===== src/rtl/keypad_scanner_pkg.sv =====
// Shared types and elaboration helpers for the keypad scanner slice.
package keypad_pkg;

  // Scanner FSM states.
  typedef enum logic [1:0] {
    SCAN      = 2'd0,
    DEB_PRESS = 2'd1,
    HELD      = 2'd2,
    DEB_REL   = 2'd3
  } scan_state_t;

  // Ceiling log2, usable in constant expressions; clog2(1) = 0.
  function automatic int unsigned clog2(input int unsigned v);
    int unsigned r;
    r = 0;
    for (int unsigned x = 1; x < v; x = x << 1) r++;
    return r;
  endfunction

  // Width of a key code for a ROWS x COLS matrix.
  function automatic int unsigned code_width(input int unsigned rows,
                                             input int unsigned cols);
    return clog2(rows * cols);
  endfunction

endpackage


===== src/rtl/keypad_scanner_if.sv =====
// Key-code stream from the scanner FIFO head to the consumer.
interface keypad_scanner_if #(
  parameter int unsigned CW = 4
) ();
  logic [CW-1:0] key_code;
  logic          key_valid;
  logic          key_ready;

  modport master (output key_code, output key_valid, input key_ready);
  modport slave  (input key_code, input key_valid, output key_ready);
endinterface


===== src/rtl/keypad_scanner_fifo.sv =====
// Synchronous FIFO with registered head/valid; head reads 0 when empty.
module key_fifo
  import keypad_pkg::*;
#(
  parameter int unsigned DEPTH = 8,
  parameter int unsigned WIDTH = 4,
  localparam int unsigned AW   = clog2(DEPTH),
  localparam int unsigned CNTW = clog2(DEPTH) + 1
) (
  input  logic             clk,
  input  logic             rst_n,
  input  logic             push,
  input  logic [WIDTH-1:0] din,
  input  logic             pop,
  output logic [WIDTH-1:0] head,
  output logic             valid,
  output logic [CNTW-1:0]  count,
  output logic             full,
  output logic             empty
);

  logic [WIDTH-1:0] mem [DEPTH];
  logic [AW-1:0]    rd_ptr, wr_ptr, rd_n;
  logic [CNTW-1:0]  count_n;
  logic [WIDTH-1:0] head_n;
  logic             do_push, do_pop;

  assign full  = (count == CNTW'(DEPTH));
  assign empty = (count == '0);

  // Next-state of pointers/count and the value the head register takes.
  always_comb begin
    do_pop  = pop && !empty;
    do_push = push && (!full || do_pop);
    count_n = count + CNTW'(do_push) - CNTW'(do_pop);
    rd_n    = rd_ptr + AW'(do_pop);
    head_n  = '0;
    // Head bypasses memory when the entry written now becomes the only one.
    if (count_n != '0) begin
      if (do_push && (count == CNTW'(do_pop))) head_n = din;
      else                                     head_n = mem[rd_n];
    end
  end

  // Storage array; no reset needed, occupancy is tracked by count.
  always_ff @(posedge clk) begin
    if (do_push) mem[wr_ptr] <= din;
  end

  // Pointers, occupancy and registered head.
  always_ff @(posedge clk or negedge rst_n) begin
    if (!rst_n) begin
      rd_ptr <= '0;
      wr_ptr <= '0;
      count  <= '0;
      head   <= '0;
      valid  <= 1'b0;
    end else begin
      rd_ptr <= rd_n;
      wr_ptr <= wr_ptr + AW'(do_push);
      count  <= count_n;
      head   <= head_n;
      valid  <= (count_n != '0);
    end
  end

endmodule


===== src/rtl/keypad_scanner.sv =====
// Matrix keypad scanner: column drive, row sync, debounce, ghost reject, FIFO.
module keypad_scanner
  import keypad_pkg::*;
#(
  parameter int unsigned ROWS       = 4,
  parameter int unsigned COLS       = 4,
  parameter int unsigned SCAN_DIV   = 50000,
  parameter int unsigned DEBOUNCE   = 4,
  parameter int unsigned FIFO_DEPTH = 8,
  parameter int unsigned REPEAT_TK  = 0
) (
  input  logic                         clk,
  input  logic                         rst_n,
  input  logic [ROWS-1:0]              row_n,
  output logic [COLS-1:0]              col_n,
  keypad_scanner_if.master             key,
  output logic                         key_down,
  output logic [clog2(FIFO_DEPTH):0]   fifo_count,
  output logic                         overflow,
  input  logic                         clr_ovf
);

  localparam int unsigned CW   = code_width(ROWS, COLS);
  localparam int unsigned RW   = clog2(ROWS);
  localparam int unsigned CLW  = clog2(COLS);
  localparam int unsigned DIVW = clog2(SCAN_DIV) + 1;
  localparam int unsigned DBW  = clog2(DEBOUNCE) + 1;
  localparam int unsigned RPW  = clog2(REPEAT_TK) + 1;

  logic [ROWS-1:0] row_s1, row_s2, rows_low;
  logic [DIVW-1:0] div_cnt;
  logic            tick;
  logic            any_low, one_low, cap_match;
  logic [RW-1:0]   low_idx, cap_row;
  logic [CLW-1:0]  col_idx, col_adv;
  logic [COLS-1:0] col_n_adv;
  logic [DBW-1:0]  deb_cnt;
  logic [RPW-1:0]  rep_cnt;
  logic            push;
  logic [CW-1:0]   push_code;
  logic            fifo_full, fifo_empty, drop;
  scan_state_t     state;

  function automatic logic [CW-1:0] make_code(input logic [CLW-1:0] c,
                                              input logic [RW-1:0] r);
    return CW'(c) * CW'(ROWS) + CW'(r);
  endfunction

  // Two-flop synchroniser; idle level is all rows high.
  always_ff @(posedge clk or negedge rst_n) begin
    if (!rst_n) begin
      row_s1 <= '1;
      row_s2 <= '1;
    end else begin
      row_s1 <= row_n;
      row_s2 <= row_s1;
    end
  end

  // Scan-rate divider; tick fires on wrap.
  always_ff @(posedge clk or negedge rst_n) begin
    if (!rst_n)                                 div_cnt <= '0;
    else if (div_cnt == DIVW'(SCAN_DIV - 1))    div_cnt <= '0;
    else                                        div_cnt <= div_cnt + DIVW'(1);
  end

  assign tick = (div_cnt == DIVW'(SCAN_DIV - 1));

  // Row pattern classification and next-column computation.
  always_comb begin
    rows_low  = ~row_s2;
    any_low   = |rows_low;
    one_low   = any_low && ((rows_low & (rows_low - ROWS'(1))) == '0);
    low_idx   = '0;
    for (int unsigned i = 0; i < ROWS; i++) begin
      if (rows_low[i]) low_idx = RW'(i);
    end
    cap_match = (rows_low == (ROWS'(1) << cap_row));
    col_adv   = (col_idx == CLW'(COLS - 1)) ? '0 : col_idx + CLW'(1);
    col_n_adv = ~(COLS'(1) << col_adv);
  end

  // Scanner FSM; column frozen outside SCAN, push is a one-cycle pulse.
  always_ff @(posedge clk or negedge rst_n) begin
    if (!rst_n) begin
      state     <= SCAN;
      col_idx   <= '0;
      col_n     <= ~COLS'(1);
      cap_row   <= '0;
      deb_cnt   <= '0;
      rep_cnt   <= '0;
      key_down  <= 1'b0;
      push      <= 1'b0;
      push_code <= '0;
    end else begin
      push <= 1'b0;
      if (tick) begin
        case (state)
          SCAN: begin
            if (one_low) begin
              cap_row <= low_idx;
              deb_cnt <= DBW'(1);
              if (DEBOUNCE == 1) begin
                push      <= 1'b1;
                push_code <= make_code(col_idx, low_idx);
                key_down  <= 1'b1;
                rep_cnt   <= '0;
                state     <= HELD;
              end else begin
                state <= DEB_PRESS;
              end
            end else begin
              col_idx <= col_adv;
              col_n   <= col_n_adv;
            end
          end
          DEB_PRESS: begin
            if (cap_match) begin
              if (deb_cnt + DBW'(1) == DBW'(DEBOUNCE)) begin
                push      <= 1'b1;
                push_code <= make_code(col_idx, cap_row);
                key_down  <= 1'b1;
                rep_cnt   <= '0;
                state     <= HELD;
              end else begin
                deb_cnt <= deb_cnt + DBW'(1);
              end
            end else begin
              state   <= SCAN;
              col_idx <= col_adv;
              col_n   <= col_n_adv;
            end
          end
          HELD: begin
            if (!any_low) begin
              if (DEBOUNCE == 1) begin
                key_down <= 1'b0;
                state    <= SCAN;
                col_idx  <= col_adv;
                col_n    <= col_n_adv;
              end else begin
                deb_cnt <= DBW'(1);
                state   <= DEB_REL;
              end
            end else if (REPEAT_TK > 0) begin
              if (rep_cnt + RPW'(1) == RPW'(REPEAT_TK)) begin
                push    <= 1'b1;
                rep_cnt <= '0;
              end else begin
                rep_cnt <= rep_cnt + RPW'(1);
              end
            end
          end
          DEB_REL: begin
            if (!any_low) begin
              if (deb_cnt + DBW'(1) == DBW'(DEBOUNCE)) begin
                key_down <= 1'b0;
                state    <= SCAN;
                col_idx  <= col_adv;
                col_n    <= col_n_adv;
              end else begin
                deb_cnt <= deb_cnt + DBW'(1);
              end
            end else begin
              rep_cnt <= '0;
              state   <= HELD;
            end
          end
          default: state <= SCAN;
        endcase
      end
    end
  end

  // A push is dropped only when full and no pop frees a slot the same cycle.
  assign drop = push && fifo_full && !(key.key_ready && !fifo_empty);

  // Sticky overflow; a dropping push beats clr_ovf.
  always_ff @(posedge clk or negedge rst_n) begin
    if (!rst_n)       overflow <= 1'b0;
    else if (drop)    overflow <= 1'b1;
    else if (clr_ovf) overflow <= 1'b0;
  end

  key_fifo #(
    .DEPTH (FIFO_DEPTH),
    .WIDTH (CW)
  ) u_fifo (
    .clk   (clk),
    .rst_n (rst_n),
    .push  (push),
    .din   (push_code),
    .pop   (key.key_ready),
    .head  (key.key_code),
    .valid (key.key_valid),
    .count (fifo_count),
    .full  (fifo_full),
    .empty (fifo_empty)
  );

endmodule


===== src/flat_wrapper.sv =====
// flat-port wrapper written by rule: the top's interface ports become plain ports
module keypad_scanner_flat import keypad_pkg::*;
#(
  parameter int unsigned ROWS       = 4,
  parameter int unsigned COLS       = 4,
  parameter int unsigned SCAN_DIV   = 50000,
  parameter int unsigned DEBOUNCE   = 4,
  parameter int unsigned FIFO_DEPTH = 8,
  parameter int unsigned REPEAT_TK  = 0
)
  (clk, rst_n, row_n, col_n, key_down, fifo_count, overflow, clr_ovf, key_key_code, key_key_valid, key_key_ready);
  keypad_scanner_if #(.CW(4)) key_i ();
  input  logic clk;
  input  logic rst_n;
  input  logic [ROWS-1:0] row_n;
  output logic [COLS-1:0] col_n;
  output logic key_down;
  output logic [clog2(FIFO_DEPTH):0] fifo_count;
  output logic overflow;
  input  logic clr_ovf;
  output wire logic [$bits(key_i.key_code)-1:0] key_key_code;
  output wire logic [$bits(key_i.key_valid)-1:0] key_key_valid;
  input wire logic [$bits(key_i.key_ready)-1:0] key_key_ready;
  assign key_key_code = key_i.key_code;
  assign key_key_valid = key_i.key_valid;
  assign key_i.key_ready = key_key_ready;
  keypad_scanner #(.ROWS(ROWS), .COLS(COLS), .SCAN_DIV(SCAN_DIV), .DEBOUNCE(DEBOUNCE), .FIFO_DEPTH(FIFO_DEPTH), .REPEAT_TK(REPEAT_TK)) u_core (.clk(clk), .rst_n(rst_n), .row_n(row_n), .col_n(col_n), .key(key_i), .key_down(key_down), .fifo_count(fifo_count), .overflow(overflow), .clr_ovf(clr_ovf));
endmodule

===== config.mk =====
export PLATFORM = sky130hd
export DESIGN_NAME = keypad_scanner_flat
export DESIGN_NICKNAME = d
export VERILOG_FILES = /design/src/rtl/keypad_scanner_pkg.sv /design/src/rtl/keypad_scanner_if.sv /design/src/rtl/keypad_scanner_fifo.sv /design/src/rtl/keypad_scanner.sv /design/src/flat_wrapper.sv
export SDC_FILE = /design/constraint.sdc
export NUM_CORES = 1
export LEC_CHECK = 0
export BUFFER_PORTS_ARGS = -buffer_cell sky130_fd_sc_hd__buf_2
export CAP_MARGIN = 30
export CELL_PAD_IN_SITES_DETAIL_PLACEMENT = 0
export CELL_PAD_IN_SITES_GLOBAL_PLACEMENT = 2
export CORE_UTILIZATION = 39
export CTS_CLUSTER_SIZE = 25
export DETAILED_ROUTE_END_ITERATION = 10
export PLACE_DENSITY_LB_ADDON = 0.25
export SLEW_MARGIN = 20
export SYNTH_ARGS = -nofsm -noshare
export SYNTH_HDL_FRONTEND = slang
export SYNTH_HIERARCHICAL = 1
export SYNTH_SLANG_ARGS = --single-unit
export TNS_END_PERCENT = 50

===== constraint.sdc =====
create_clock -name clk -period 2.31 [get_ports clk]
set_input_delay 0.231 -clock clk [delete_from_list [all_inputs] [get_ports clk]]
set_output_delay 0.231 -clock clk [all_outputs]
set_load 0.02 [all_outputs]

==> impl_metrics.toml <==
[clock_network]
cts.clk_slew.worst_paths_ps = 90
cts_tree = "built"
root_buffer = "clkbuf_8"
cts_buffers = 9
htreeDepth = 3
clk_latency_ps = 350
clock_sinks = 92
cts_buffer_depth = 2

[worst_setup_path]
worst_ep_arrival_time_ps = 2620
end_kind = "flip-flop"
critPathMaxFanout = 5
cp.required_ps = 2540
criticalPathCategory = "flip-flop to flip-flop"
cp-start-kind = "flip-flop"

[synth]
synthCells = 328
syn_nets = 353
yosys.area.top_type = "dfrtp_1"
yosys.area.top_type_share_pct = 28.76
synthFlopType = "dfrtp_1"
syn_area_um2 = 4264
synth_cell_types = 64
syn_area_per_cell_um2 = 13.00
ys_seq_elements = 92
synth_area_leaders = "dfrtp_1, edfxtp_1, dfstp_2"
synth_edf_count = 32
ys_async_sr_fraction_pct = 65.22
ys_seq_area_share_pct = 58.07
yosys_warnings = 6

[floorplan]
pin_count = 23
die_h_um = 106.6
core_um2 = 10460
placementRows = 37
die_area_um2 = 11360
initial_utilization_pct = 40.76
die_w_um = 106.6

[route]
first_pass_iters = 4
drtIter0Drc = 80
wl_per_cell_um = 15.21
vias = 2662
drc = 0
drt-total-wl_mm = 8.059
vias_per_cell = 5.023
drt.antenna.violating_nets = 0

[power]
p_leak_uw = 0.002227
powerDensity_nw_per_um2 = 847.7
power_uw = 4376
vdd_ir_drop_max_mv = 0.6443

[place]
dp_slack_ps = -213.7
place_congestion = 0.7582
portBuffers = 22
place_hpwl_mm = 5.538

[run_status]
failed_checks = "setup timing"
status = "complete, but fails checks"

[timing]
finalWorstSetupSlack_ps = -79.12
hold_viol_final = 0
finalSetupViolCount = 5
relSlewSlack_pct = 48.85
slew_viol_final = 0
fin_crit_ps = 2389
fin_setup_tns_ps = -366.9
fin_crit_sh_pct = 103.4
max_freq_ghz = 0.4186
tightest_slew_ps = 767.3
skew_ps = 5.982
rsz0062_at_grt = "true"

[grt]
antenna_found_initial = 0
grt_pass1_vias = 2715
grt-ovfl-total = 0
grt_use_total_pct = 15.96
grt_max_degree = 61
grt_pass1_wl_mm = 13.92

[cells_and_area]
fin_util_pct = 49.34
syn2layout_area_growth_pct = 21.07
drive_gt1_share_pct = 33.76
antenna-diode-count = 0
nets = 414

[flow_run]
cap_viol_max_count = 0

[worst_hold_path]
hold_class = "input pin to asynchronous set/reset pin"
==> per-stage QoR <==
stage	hold WS, ps	instances	instance area, um2
floorplan	-64.59	328	4297
global placement	336.3	502	4731
detailed placement	337.2	502	4731
CTS	49.84	528	5117
global route	78.43	530	5162
finish	21.19	530	5162
==> critical path, stage by stage (launching register included) <==
cell	delay, ps
dfrtp_2	410
buf_4	130
ha_1	190
nor3b_4	170
a21boi_2	180
nand2_2	90
nand2_4	70
ha_4	130
fa_2	440
nor3_2	190
o211a_4	230
a211oi_2	50
==> final timing paths <==
check / startpoint / to / slack (ps) / cells past startpoint
worst min-delay path: rst_n / u_core/u_fifo/count[1] / 20 / 2
min in group clk: clr_ovf / u_core/overflow / 70 / 2
worst min register to register: u_core/row_s1[3] / u_core/row_s2[3] / 360 / 0
worst max register to register: u_core/u_fifo/count[3] / u_core/u_fifo/head[3] / -80 / 11
worst max-delay path: u_core/u_fifo/count[3] / u_core/u_fifo/head[3] / -80 / 11
max in group asynchronous: rst_n / u_core/u_fifo/count[2] / 1750 / 2
==> per-layer routing <==
metal	global-route usage [%]	wire, um	vias to the layer above
met5	0	0	-
met4	4.697	63	0
met3	3.679	255	6
met2	26.77	4013	36
met1	20.56	3727	1315
li1	-	-	1305
==> layout make-up <==
cell class / instances / area (um2)
Timing Repair Buffer: 61 / 440.4
Fill cell: 971 / 5300
Clock inverter: 5 / 58.81
Multi-Input combinational cell: 204 / 1792
Tap cell: 136 / 170.2
Clock buffer: 11 / 141.4
Inverter: 21 / 81.33
Sequential cell: 92 / 2479
==> synth_stat cells (all sizes together) (2+ instances only) <==
library cell,instances
a2111oi,2
a211oi,6
a21oi,4
and2,2
and3,2
and3b,2
buf,5
clkbuf,6
dfrtp,49
dfstp,11
edfxtp,32
ha,16
inv,21
mux2,8
mux2i,8
mux4,8
nand2,16
nand2b,6
nand3,15
nand4,3
nand4bb,2
nor2,26
nor2b,3
nor3,4
nor3b,4
nor4,4
o2111ai,2
o211ai,4
o21ai,9
o22ai,2
o31ai,3
or2,3
or3,2
or4,2
xnor2,8
xor2,13
==> where the power goes <==
group	internal, uW	switching [uW]	leakage, uW	total [uW]
registers	1770	89.4	0.00114	1860
logic	790	651	0.000996	1440
clock network	532	546	0.0000959	1080
==> flip-flops by register name (all words and copies together), names as in the netlist <==
signal	flops
u_core/push	1
u_core/cap_row	2
u_core/col_n	4
u_core/state	2
u_core/u_fifo/rd_ptr	3
u_core/col_idx	2
u_core/u_fifo/mem	32
u_core/u_fifo/count	4
u_core/u_fifo/wr_ptr	3
u_core/key_down	1
u_core/deb_cnt	3
u_core/push_code	4
u_core/overflow	1
u_core/u_fifo/valid	1
u_core/row_s1	4
u_core/u_fifo/head	4
u_core/div_cnt	17
u_core/row_s2	4
==> kinds of logic (layout without fill, tap and decap cells) <==
logic type | after synthesis | in the layout | share of synthesized area (%)
simple gates | 100 | 100 | 13.06
flops | 92 | 92 | 58.07
compound gates | 42 | 42 | 7.365
buf+inv | 32 | 98 | 3.286
mux | 24 | 24 | 8.568
xor+xnor | 21 | 21 | 4.490
fa+ha+maj | 17 | 17 | 5.164
==> cells in the final DEF, fill, tap and decap left out, types with 3 or more instances in the layout <==
master | synthesis | routed
a211oi_2 | 1 | 5
xnor2_1 | 8 | 8
nand3_1 | 14 | 14
dfrtp_1 | 49 | 47
ha_1 | 16 | 12
clkbuf_8 | 0 | 10
nor2_1 | 26 | 26
dlygate4sd3_1 | 0 | 4
nand4_1 | 3 | 3
nor4_1 | 3 | 3
edfxtp_1 | 32 | 32
mux2_4 | 4 | 4
inv_1 | 21 | 18
nor3_1 | 4 | 3
buf_2 | 3 | 22
buf_4 | 0 | 30
dfstp_2 | 11 | 11
ha_4 | 0 | 4
buf_6 | 2 | 4
mux4_2 | 8 | 8
nand2b_1 | 6 | 5
o31ai_1 | 3 | 3
o211ai_1 | 4 | 4
xor2_1 | 12 | 11
nor2b_1 | 3 | 3
mux2i_1 | 8 | 8
o21ai_0 | 9 | 9
nand2_1 | 15 | 13
==> timing repair <==
action / CTS / global route
hold buffers: 4 / 0
pin swaps: 5 / 4
gates cloned: 0 / 0
endpoints found under the setup margin: 5 / 11
endpoints found under the hold margin: 4 / 0
resized for setup: 18 / 8
buffers inserted: 6 / 2
Power figures use the tool's default switching activity.
